<file path="src/rtl/run_pattern_gen.sv">
// run_pattern_gen: serial run-length pattern transmitter.
// Takes (bit, length) requests over valid/ready. It emits one bit per clk on
// `out` and, in the same cycle, `exp_hit`: the value a run detector with
// threshold DET_LEN must produce for that bit.
// Optional feature macro: IDLE_TOGGLE_EN. When defined, `out` toggles during
// idle cycles. When undefined, `out` holds the last emitted bit.
//
// Handshake: a request transfers on a rising edge where req_valid && req_ready.
// req_ready is combinational from state and remaining only, never from
// req_valid. A request may be presented at any time and held until it is
// taken. A zero-length request is taken and discarded.
module run_pattern_gen #(
  parameter int LEN_W   = 4,
  parameter int DET_LEN = 4
) (
  input  logic             clk,
  input  logic             nRESET,
  input  logic             req_valid,
  output logic             req_ready,
  input  logic             req_bit,
  input  logic [LEN_W-1:0] req_len,
  output logic             out,
  output logic             out_valid,
  output logic             exp_hit,
  output logic             last_bit,
  output logic             dbg_state   // 0 = IDLE, 1 = SEND
);

  typedef enum logic {IDLE = 1'b0, SEND = 1'b1} state_t;

  localparam logic [LEN_W-1:0] CNT_MAX = LEN_W'(DET_LEN);

  state_t           r_state;
  logic [LEN_W-1:0] r_remaining;
  logic [LEN_W-1:0] r_run_cnt;
  logic             r_prev_bit;
  logic             r_out;
  logic             r_out_valid;
  logic             r_exp_hit;
  logic             r_last_bit;

  state_t           w_state_n;
  logic [LEN_W-1:0] w_remaining_n;
  logic [LEN_W-1:0] w_run_cnt_n;
  logic             w_prev_bit_n;
  logic             w_out_n;
  logic             w_out_valid_n;
  logic             w_exp_hit_n;
  logic             w_last_bit_n;
  logic             w_emit;
  logic             w_emit_bit;
  logic             w_load;

  assign req_ready = (r_state == IDLE) ||
                     (r_state == SEND && r_remaining == LEN_W'(1));
  assign w_load    = req_valid && req_ready && (req_len != '0);

  assign out       = r_out;
  assign out_valid = r_out_valid;
  assign exp_hit   = r_exp_hit;
  assign last_bit  = r_last_bit;
  assign dbg_state = r_state;

  // Next-state, next bit to emit and run tracking for the emitted bit.
  always_comb begin
    w_state_n     = r_state;
    w_remaining_n = r_remaining;
    w_emit        = 1'b0;
    w_emit_bit    = r_prev_bit;
    case (r_state)
      IDLE: begin
        if (w_load) begin
          w_state_n     = SEND;
          w_remaining_n = req_len;
          w_emit        = 1'b1;
          w_emit_bit    = req_bit;
        end
      end
      SEND: begin
        if (r_remaining > LEN_W'(1)) begin
          w_remaining_n = r_remaining - LEN_W'(1);
          w_emit        = 1'b1;
          w_emit_bit    = r_prev_bit;  // r_prev_bit is the bit on out now
        end else if (w_load) begin
          w_remaining_n = req_len;
          w_emit        = 1'b1;
          w_emit_bit    = req_bit;
        end else begin
          w_state_n     = IDLE;
          w_remaining_n = '0;
        end
      end
      default: begin
        w_state_n     = IDLE;
        w_remaining_n = '0;
      end
    endcase

    w_prev_bit_n  = r_prev_bit;
    w_run_cnt_n   = '0;
    w_out_valid_n = 1'b0;
    w_exp_hit_n   = 1'b0;
    w_last_bit_n  = 1'b0;
`ifdef IDLE_TOGGLE_EN
    // After a valid bit, r_out == r_prev_bit, so this starts from ~prev_bit.
    w_out_n       = ~r_out;
`else
    w_out_n       = r_out;
`endif
    if (w_emit) begin
      if (r_out_valid && (w_emit_bit == r_prev_bit))
        w_run_cnt_n = (r_run_cnt >= CNT_MAX) ? CNT_MAX : r_run_cnt + LEN_W'(1);
      else
        w_run_cnt_n = LEN_W'(1);
      w_out_n       = w_emit_bit;
      w_prev_bit_n  = w_emit_bit;
      w_out_valid_n = 1'b1;
      w_exp_hit_n   = (w_run_cnt_n >= CNT_MAX);
      w_last_bit_n  = (w_remaining_n == LEN_W'(1));
    end
  end

  // State and registered outputs; asynchronous active-low reset.
  always_ff @(posedge clk or negedge nRESET) begin
    if (!nRESET) begin
      r_state     <= IDLE;
      r_remaining <= '0;
      r_run_cnt   <= '0;
      r_prev_bit  <= 1'b0;
      r_out       <= 1'b0;
      r_out_valid <= 1'b0;
      r_exp_hit   <= 1'b0;
      r_last_bit  <= 1'b0;
    end else begin
      r_state     <= w_state_n;
      r_remaining <= w_remaining_n;
      r_run_cnt   <= w_run_cnt_n;
      r_prev_bit  <= w_prev_bit_n;
      r_out       <= w_out_n;
      r_out_valid <= w_out_valid_n;
      r_exp_hit   <= w_exp_hit_n;
      r_last_bit  <= w_last_bit_n;
    end
  end

endmodule

</file>
<file path="config.mk">
export PLATFORM = sky130hd
export DESIGN_NAME = run_pattern_gen
export DESIGN_NICKNAME = d
export VERILOG_FILES = /design/src/rtl/run_pattern_gen.sv
export SDC_FILE = /design/constraint.sdc
export NUM_CORES = 1
export LEC_CHECK = 0
export ABC_AREA = 1
export BUFFER_PORTS_ARGS = -buffer_cell sky130_fd_sc_hd__buf_2
export CAP_MARGIN = 10
export CORE_MARGIN = 1.5
export CORE_UTILIZATION = 44
export DETAILED_ROUTE_END_ITERATION = 8
export GPL_TIMING_DRIVEN = 0
export PLACE_DENSITY = 0.66
export SLEW_MARGIN = 15
export SYNTH_ARGS = -nofsm -noshare
export SYNTH_HDL_FRONTEND = slang
export SYNTH_SLANG_ARGS = --single-unit
</file>
<file path="constraint.sdc">
create_clock -name clk -period 1.7 [get_ports clk]
set_input_delay 0 -clock clk [delete_from_list [all_inputs] [get_ports clk]]
set_output_delay 0 -clock clk [all_outputs]
set_load 0.02 [all_outputs]
</file>
==> reports/qor.yml, run 1 <==
layout:
  drive_above_1_share: 0.2650
  multi_input_area_um2: 391.6
  seq_area_um2: 300.3
  fillers: 152
  diodes: 0
  synthToLayoutAreaGrowth_pct: 16.72
  fin_cells: 133
  final_cell_area_um2: 873.3
  nets: 130
synth:
  synth-edff-count: 0
  synth_top_cell_area_share: 0.4013
  yosysUniqueCellTypes: 24
  syn-instance-count: 100
  ys_seq_elements: 12
  yosysMostFrequentCell: "nand2_1"
  yosys_warnings: 0
  avgSynthCellArea_um2: 7.482
  seq_area_frac_synth: 0.4013
  synth.area.top_cells: "dfrtp_1 (40%), nand2_1 (13%), nand3_1 (6.0%)"
  synth_top_area_cell: "dfrtp_1"
  synth.net_count: 111
  async_reset_ff_frac: 1.000
  syn-cell-area_um2: 748.2
  ys.flop_type: "dfrtp_1"
  synth_common_cells: "nand2_1 (25), dfrtp_1 (12), nor2_1 (12)"
status:
  outcome: "complete, no violations"
routing:
  wire_per_inst_um: 10.53
  drt-total-wl_um: 1401
  ant_nets: 0
  via_count: 662
  route.detailed.drc: 0
  drt_iter0_drc: 13
  drt_pass1_iterations: 4
  routed_via_density: 4.977
cts:
  path_clk_slew_ps: 70
  cts_tree: "yes"
  cts_root_buf: "clkbuf_4"
  h-tree-depth: 1
  cts_buffers: 3
  clock_sinks: 12
  clockBufferDepth: 2
  clock_latency_ps: 260
sta:
  fin_setup_tns_ps: 0
  post-route-min-period_ps: 1561
  max_freq_mhz: 640.6
  hold_viol_final: 0
  period_share: 0.9182
  drv_slew: 0
  setup_viol: 0
  rsz0062_at_grt: "false"
  skew_ps: 5.982
die:
  std_cell_rows: 14
  ios: 14
  floorplan.initialDensity: 0.4854
  die_height_um: 44.24
  dieArea_um2: 1957
  die_w_um: 44.24
  coreArea_um2: 1541
critical_path:
  start_kind: "register"
  cp_common_cell: "nand2_1"
  path_cells: "inv_1, ha_1, o21ai_4, inv_1, nand4_1, nand2_1, nand2_1, inv_2, nand2_1, nor2_2"
  slowest_delay_ps: 370
  critical-path-top-delay-family: "flip-flops"
  end_kind: "register"
  cp_data_required_time_ps: 1850
  crit_path_top_delay_cell: "dfrtp_1"
  worstPathArrival_ps: 1710
  critPathBufInv: 3
  worstSetupPathType: "register to register"
  crit_fanout: 5
placed_design:
  place_area_um2: 833.3
  dpl.cell_count: 129
  numPortBuffers: 13
  hpwl_um: 1123
  gp_congestion: 0.8756
power_and_ir_drop:
  vdd_ir_drop_max_mv: 0.9403
  pwr_density_cell_nw_per_um2: 2017
  total_power_mw: 1.761
  leakage_nw: 0.4810
global_routing:
  overflow: 0
  grt_first_pass_wirelength_um: 2504
  grt_pass1_vias: 634
  antenna_found_initial: 0
  grt_max_degree: 13
  track_usage: 0.1745
job:
  cap_violations: 0
hold_path:
  hp-class: "input port to register"
-- through the flow --
step | setup slack [ps] | utilization | hold slack, ps
after floorplan | 288.7 | - | -295.6
after global placement | 109.9 | 0.5406 | -114.5
after detailed placement | 86.46 | 0.5406 | -112.5
after CTS | 72.27 | 0.5617 | 15.46
after global routing | 18.02 | 0.5666 | 53.94
final | 139.0 | 0.5666 | 21.64
-- registers in the layout, indices dropped and copies added, names as in the netlist --
register and count:
exp_hit 1, last_bit 1, out 1, out_valid 1, r_remaining 4, r_run_cnt 4
-- worst reg2reg max path, cell delays in order, from the launching register on --
cell and delay (ps):
dfrtp_1 370, inv_1 100, ha_1 270, o21ai_4 220, inv_1 110, nand4_1 90, nand2_1 60, nand2_1 80
inv_2 40, nand2_1 70, nor2_2 40
-- layout make-up --
cell class | instances | area share
multi-input combinational | 72 | 0.4484
sequential | 12 | 0.3438
timing repair buffer | 14 | 0.08596
inverter | 15 | 0.06447
clock buffer | 3 | 0.02579
tap | 16 | 0.02292
buffer | 1 | 0.008596
-- metal layers --
| layer | share of wire | track usage |
|---|---|---|
| met3 | 0.055 | 0.07347 |
| met4 | 0 | 0.01818 |
| met2 | 0.49 | 0.2941 |
| met1 | 0.46 | 0.2161 |
| met5 | 0 | 0 |
-- logic make-up (layout without fill, tap and decap cells) --
group,Yosys count,in the layout,share of synthesized area
DFF,12,12,0.4013
adders and majority gates,3,3,0.05017
AOI/OAI and AO/OA,9,9,0.07860
buffers and inverters,16,33,0.08528
xor gates and xnor gates,1,1,0.01171
and+or+nand+nor,58,58,0.3679
other,1,1,0.005012
-- path summary, 6_finish.rpt --
path | slack (ps) | from | cells after the start | end
setup / recovery | 140 | r_remaining[0] | 10 | last_bit
hold / removal | 20 | req_bit | 3 | out
setup reg to reg | 140 | r_remaining[0] | 10 | last_bit
hold reg to reg | 500 | r_run_cnt[2] | 3 | r_run_cnt[1]
max in group asynchronous | 1350 | nRESET | 2 | r_remaining[3]
min in group asynchronous | 130 | nRESET | 2 | out
-- what timing repair did --
item | 4_1_cts | 5_1_grt
hold endpoints to repair | 12 | 0
setup buffers | 0 | 0
resized for setup | 0 | 1
setup endpoints to repair | 0 | 1
hold buffers | 1 | 0
-- layout by cell type (no fill, tap or decap), types with 3 or more instances in the layout --
| cell type | Yosys | final |
|---|---|---|
| clkbuf_4 | 0 | 3 |
| buf_2 | 0 | 13 |
| inv_2 | 3 | 3 |
| ha_1 | 3 | 3 |
| inv_1 | 11 | 11 |
| nand2_1 | 25 | 25 |
| a21oi_1 | 4 | 4 |
| dfrtp_1 | 12 | 12 |
| nor2_1 | 12 | 12 |
| nand3_1 | 9 | 9 |
-- where the power goes --
| group | switching [mW] | total (mW) | internal [mW] |
|---|---|---|---|
| sequential | 0.106 | 0.506 | 0.400 |
| combinational | 0.696 | 1.10 | 0.400 |
| clock | 0.0771 | 0.159 | 0.0815 |
No activity file was read; power rests on OpenSTA's default activity.
==> run 2, diff against run 1 <==
- ABC_CLOCK_PERIOD_IN_PS: not set -> 1700
- CTS_BUF_LIST: not set -> sky130_fd_sc_hd__clkbuf_8 sky130_fd_sc_hd__clkbuf_16
==> run 2 against run 1 <==
Routed wire length fell by 1.6%. Power is 4.2% higher. Combinational power barely moved. Core utilization is 1.2 points higher. Final cell count unchanged. Sequential power about the same. Critical path depth stayed put.
==> reports/qor.yml, run 2 (synthesis results as in run 1) <==
status:
  outcome: "complete, no violations"
layout:
  fillers: 146  # -3.9%
  synthToLayoutAreaGrowth_pct: 19.23
  drive_above_1_share: 0.2650  # unchanged
  fin_cells: 133  # unchanged
  seq_area_um2: 300.3  # unchanged
  final_core_util: 0.5787  # +0.01218
  multi_input_area_um2: 391.6  # unchanged
  final_cell_mix: "nand2_1 (25), buf_2 (13), nor2_1 (12), dfrtp_1 (12), inv_1 (11)"
  nets: 130  # unchanged
  final_cell_area_um2: 892.1  # +2.1%
  mostFrequentLayoutCell: "nand2_1"
  diodes: 0  # unchanged
  top_regs: "r_remaining (4), r_run_cnt (4)"
routing:
  drt-total-wl_um: 1378  # -1.6%
  routed_via_density: 4.962  # -0.30%
  wire_per_inst_um: 10.36  # -1.6%
  ant_nets: 0  # unchanged
  via_count: 660  # -0.30%
  route.detailed.drc: 0  # unchanged
  drt_pass1_iterations: 4  # unchanged
  drt_iter0_drc: 9  # -4
sta:
  hold_viol_final: 0  # unchanged
  hold-worst-slack_ps: 56.74  # +35.11 ps
  fin_setup_tns_ps: 0  # unchanged
  period_share: 0.9100  # -0.008186
  rsz0062_at_grt: "false"
  setup_viol: 0  # unchanged
  max_freq_mhz: 646.4  # +0.90%
  post-route-min-period_ps: 1547  # -13.92 ps
  drv_slew: 0  # unchanged
  setup_slack_ps: 152.9  # +13.92 ps
  skew_ps: 4.354  # -1.629 ps
critical_path:
  end_kind: "register"
  path_cells: "inv_1, ha_1, o21ai_4, inv_1, nand4_1, nand2_1, nand2_1, inv_2, nand2_1, nor2_2"
  critPathBufInv: 3  # unchanged
  start_kind: "register"
  crit_fanout: 5  # unchanged
  crit_path_top_delay_cell: "dfrtp_1"
  cp_common_cell: "nand2_1"
  worstSetupPathType: "register to register"
  cp_data_required_time_ps: 1820  # -30 ps
  critical-path-top-delay-family: "flip-flops"
  slowest_delay_ps: 370  # about the same
  worstPathArrival_ps: 1670  # -40 ps
global_routing:
  antenna_found_initial: 0  # unchanged
  grt_max_degree: 13  # unchanged
  track_usage: 0.1719  # -0.002566
  overflow: 0  # unchanged
  grt_first_pass_wirelength_um: 2490  # -0.56%
  grt_pass1_vias: 628  # -0.95%
cts:
  path_clk_slew_ps: 50  # -20 ps
  cts_buffers: 3  # unchanged
  cts_tree: "yes"
  clock_sinks: 12  # unchanged
  clock_latency_ps: 230  # -30 ps
  h-tree-depth: 1  # unchanged
  cts_setup_buffers: 0  # unchanged
  clockBufferDepth: 2  # unchanged
  cts_root_buf: "clkbuf_8"
job:
  cap_violations: 0  # unchanged
die:
  dieArea_um2: 1957  # unchanged
  coreArea_um2: 1541  # unchanged
  ios: 14  # unchanged
  die_w_um: 44.24  # unchanged
  floorplan.initialDensity: 0.4854  # unchanged
  die_height_um: 44.24  # unchanged
  std_cell_rows: 14  # unchanged
placed_design:
  place_area_um2: 833.3  # unchanged
  hpwl_um: 1123  # unchanged
  dpl.cell_count: 129  # unchanged
  place_ws_ps: 86.46  # unchanged
  gp_congestion: 0.8756  # unchanged
  numPortBuffers: 13  # unchanged
power_and_ir_drop:
  pwr_density_cell_nw_per_um2: 2057  # +2.0%
  total_power_mw: 1.835  # +4.2%
  leakage_nw: 0.4887  # +1.6%
  vdd_ir_drop_max_mv: 1.031  # +9.7%
hold_path:
  hp-class: "input port to register"
run 2: cell counts in the layout (fill, tap and decap cells not counted):
No cell type changed its count.
run 2: layout make-up:
class                      count  share of cell area
multi-input combinational     72              0.4390
sequential                    12              0.3366
timing repair buffer          14             0.08415
inverter                      15             0.06311
clock buffer                   3             0.04628
tap                           16             0.02244
buffer                         1            0.008415
run 2: what timing repair did:
item | in CTS | in global routing
endpoints found under the hold margin | 12 | 0
gates resized for setup | 0 | 1
hold buffers | 1 | 0
endpoints found under the setup margin | 0 | 1
run 2: worst paths after layout:
kind,startpoint,endpoint,slack [ps],cells past startpoint
min in group asynchronous,nRESET,out,170,2
max in group asynchronous,nRESET,r_remaining[3],1320,2
setup / recovery,r_remaining[0],last_bit,150,10
hold / removal,req_bit,out,60,3
setup reg to reg,r_remaining[0],last_bit,150,10
hold reg to reg,r_run_cnt[2],r_run_cnt[1],500,3
run 2: tightest hold or removal path, delay by kind of cell:
kind                   cells  cell delay (ps)
AO/OA/AOI/OAI              1               80
buffers and inverters      2              160
run 2: report_power, final:
part	total, mW	switching (mW)	internal [mW]	leakage (nW)
sequential	0.508	0.106	0.401	0.150
clock	0.238	0.0837	0.154	0.0216
combinational	1.09	0.690	0.400	0.317
total	1.84	0.880	0.955	0.489
run 2: layer usage:
metal | wire length [um] | global-route usage | vias to the layer above
li1 | - | - | 346
met2 | 653 | 0.2941 | 17
met5 | 0 | 0 | -
met1 | 658 | 0.2161 | 297
met4 | 0 | 0.01818 | 0
met3 | 66 | 0.06122 | 0
==> run 3, diff against run 2 <==
- ABC_AREA: 1 -> not set
==> run 3 against run 2 <==
The flow now finishes with violations (setup timing). Largest cell class unchanged. Final cell count down 23%. Clock-buffer cell count unchanged. Sequential cell count unchanged. Power up 0.43%. Critical path depth down 3. Highest routed layer is now met4. Routed wire length up 9.9%. Core utilization up 8.3 points. Synthesized cell count down 34%. Combinational power about the same. Maximum frequency down 14%.
==> reports/qor.yml, run 3 <==
status:
  outcome: "finished with violations"
  failed_checks: "setup timing"
global_routing:
  grt_max_degree: 13  # unchanged
  grt_pass1_vias: 560  # -11%
  overflow: 0  # unchanged
  antenna_found_initial: 0  # unchanged
  track_usage: 0.1882  # +0.01628
  grt_first_pass_wirelength_um: 2484  # -0.24%
placed_design:
  place_area_um2: 765.7  # -8.1%
  dpl.cell_count: 94  # -27%
  gp_congestion: 0.8286  # -5.4%
  hpwl_um: 1025  # -8.7%
  numPortBuffers: 13  # unchanged
hold_path:
  hp-class: "input port to register"
  hold_depth: 2  # -1
critical_path:
  start_kind: "register"
  path_cells: "inv_1, ha_2, nor2_1, o221a_1, a221o_1, nor3_2, and3b_1"
  crit_fanout: 5  # unchanged
  slowest_delay_ps: 440  # +70 ps
  crit_path_top_delay_cell: "dfrtp_2"
  critical-path-top-delay-family: "compound AO/OA/AOI/OAI gates"
  end_kind: "register"
  worstSetupPathType: "register to register"
  critPathBufInv: 1  # -2
  reg2reg_depth: 7  # -3
  worstPathArrival_ps: 1960  # +290 ps
  cp_data_required_time_ps: 1870  # +50 ps
  cp.depth: 7  # -3
layout:
  diodes: 0  # unchanged
  drive_above_1_share: 0.4432  # +0.1782
  final_cell_mix: "buf_2 (14), dfrtp_1 (11), nor2_1 (5)"
  final_cell_area_um2: 904.6  # +1.4%
  mostFrequentLayoutCell: "buf_2"
  fin_cells: 103  # -23%
  final_core_util: 0.6621  # +0.08335
  top_regs: "r_remaining (4), r_run_cnt (4)"
  synthToLayoutAreaGrowth_pct: 33.15
  nets: 101  # -22%
synth:
  yosys_warnings: 0  # unchanged
  synth_top_area_cell: "dfrtp_1"
  synth.area.top_cells: "dfrtp_1 (44%), ha_1 (5.5%), o31a_1 (3.9%)"
  synth.net_count: 77  # -31%
  yosysUniqueCellTypes: 35  # +46%
  synth_common_cells: "dfrtp_1 (12), nor2_1 (6), a21oi_1 (5)"
  syn-cell-area_um2: 679.4  # -9.2%
  synth-edff-count: 0  # unchanged
  syn-instance-count: 66  # -34%
  yosysMostFrequentCell: "dfrtp_1"
  avgSynthCellArea_um2: 10.29  # +38%
  ys.flop_type: "dfrtp_1"
  seq_area_frac_synth: 0.4420  # +0.04065
  ys_seq_elements: 12  # unchanged
  async_reset_ff_frac: 1.000  # unchanged
  synth_top_cell_area_share: 0.4420  # +0.04065
cts:
  clock_latency_ps: 240  # about the same
  cts_root_buf: "clkbuf_8"
  clock_sinks: 12  # unchanged
  cts_tree: "yes"
  path_clk_slew_ps: 50  # about the same
  h-tree-depth: 1  # unchanged
  cts_buffers: 3  # unchanged
  clockBufferDepth: 2  # unchanged
routing:
  route.detailed.drc: 0  # unchanged
  drt_pass1_iterations: 4  # unchanged
  drt-total-wl_um: 1515  # +9.9%
  wire_per_inst_um: 14.71  # +42%
  ant_nets: 0  # unchanged
  drt_iter0_drc: 13  # +4
  via_count: 589  # -11%
  routed_via_density: 5.718  # +15%
sta:
  drv_slew: 0  # unchanged
  setup_slack_ps: -89.88  # -242.8 ps
  hold_viol_final: 0  # unchanged
  skew_ps: 1.404  # -2.949 ps
  slew_headroom: 0.5972
  period_share: 1.053  # +0.1428
  max_freq_mhz: 558.7  # -14%
  setup_viol: 1  # +1
  worstMarginPinSlew_ps: 597.7
  rsz0062_at_grt: "true"
  post-route-min-period_ps: 1790  # +242.8 ps
  hold-worst-slack_ps: 24.68  # -32.06 ps
  fin_setup_tns_ps: -89.88  # -89.88 ps
power_and_ir_drop:
  vdd_ir_drop_max_mv: 1.133  # +9.8%
  pwr_density_cell_nw_per_um2: 2037  # -0.96%
  leakage_nw: 0.4273  # -13%
die:
  ios: 14  # unchanged
  die_height_um: 42.30  # -4.4%
  floorplan.initialDensity: 0.4973  # +0.01186
  dieArea_um2: 1789  # -8.6%
  std_cell_rows: 13  # -1
  die_w_um: 42.30  # -4.4%
  coreArea_um2: 1366  # -11%
job:
  cap_violations: 0  # unchanged
## run 3: cell count changes in the layout (fill, tap and decap cells not counted), sizes merged, moves of 2 or more
cell   delta
o31a      +3
or2       +2
inv      -10
nor2      -9
nand2    -25
buf       +6
or3       +2
nand3    -10
## run 3: worst paths after layout
kind / from / to / slack [ps]
setup / recovery: r_remaining[0] / last_bit / -90
hold / removal: req_bit / out / 20
setup reg to reg: r_remaining[0] / last_bit / -90
hold reg to reg: r_run_cnt[2] / r_run_cnt[2] / 550
max in group asynchronous: nRESET / r_remaining[0] / 1310
min in group asynchronous: nRESET / r_run_cnt[1] / 160
## run 3: cells by family after synthesis
logic type	after synthesis	share of synthesized area
multiplexers	1	0.01657
AND/OR/NAND/NOR	23	0.2026
XOR/XNOR	1	0.01289
AO/OA/AOI/OAI	19	0.2247
other	1	0.005520
buffers and inverters	6	0.04051
adder cells (fa/ha/maj)	3	0.05525
flip-flops	12	0.4420
## run 3: power breakdown
| part | switching [mW] | internal (mW) |
|---|---|---|
| registers | 0.122 | 0.414 |
| logic | 0.557 | 0.501 |
| clock network | 0.0945 | 0.155 |
## run 3: final cells by class
cell class                 instances  area (um^2)
fill                             115        461.7
multi-input combinational         48        395.4
sequential                        12        301.5
timing repair buffer              19        120.1
clock buffer                       3        41.29
tap                               15        18.77
inverter                           4        15.01
buffer                             2        12.51
## run 3: per-layer routing
layer / share of wire / vias to the layer above / global-route usage / wire, um
met5: 0 / - / 0 / 0
met4: 0.013 / 0 / 0.05625 / 20
met3: 0.054 / 5 / 0.08190 / 82
met2: 0.44 / 17 / 0.2831 / 671
met1: 0.49 / 284 / 0.2433 / 741
li1: - / 283 / - / -
## run 3: through the flow
step / worst slack (ps) / power, mW
2_1_floorplan: 4.563 / 1.151
3_3_place_gp: -164.0 / 1.356
3_5_place_dp: -185.9 / 1.369
4_1_cts: -75.79 / 1.761
5_1_grt: -129.0 / 1.960
6_report: -89.88 / 1.843
## run 3: worst reg2reg max path, cell delays in order (launching register included)
cell and delay, ps:
dfrtp_2 440, inv_1 70, ha_2 200, nor2_1 80, o221a_1 240, a221o_1 300
nor3_2 210, and3b_1 180
## run 3: repair_timing
action,in CTS,in global routing
pin swaps,7,6
endpoints found under the setup margin,5,8
hold endpoints to repair,12,0
hold buffers,1,0
gates resized for setup,7,5
buffers inserted,4,2
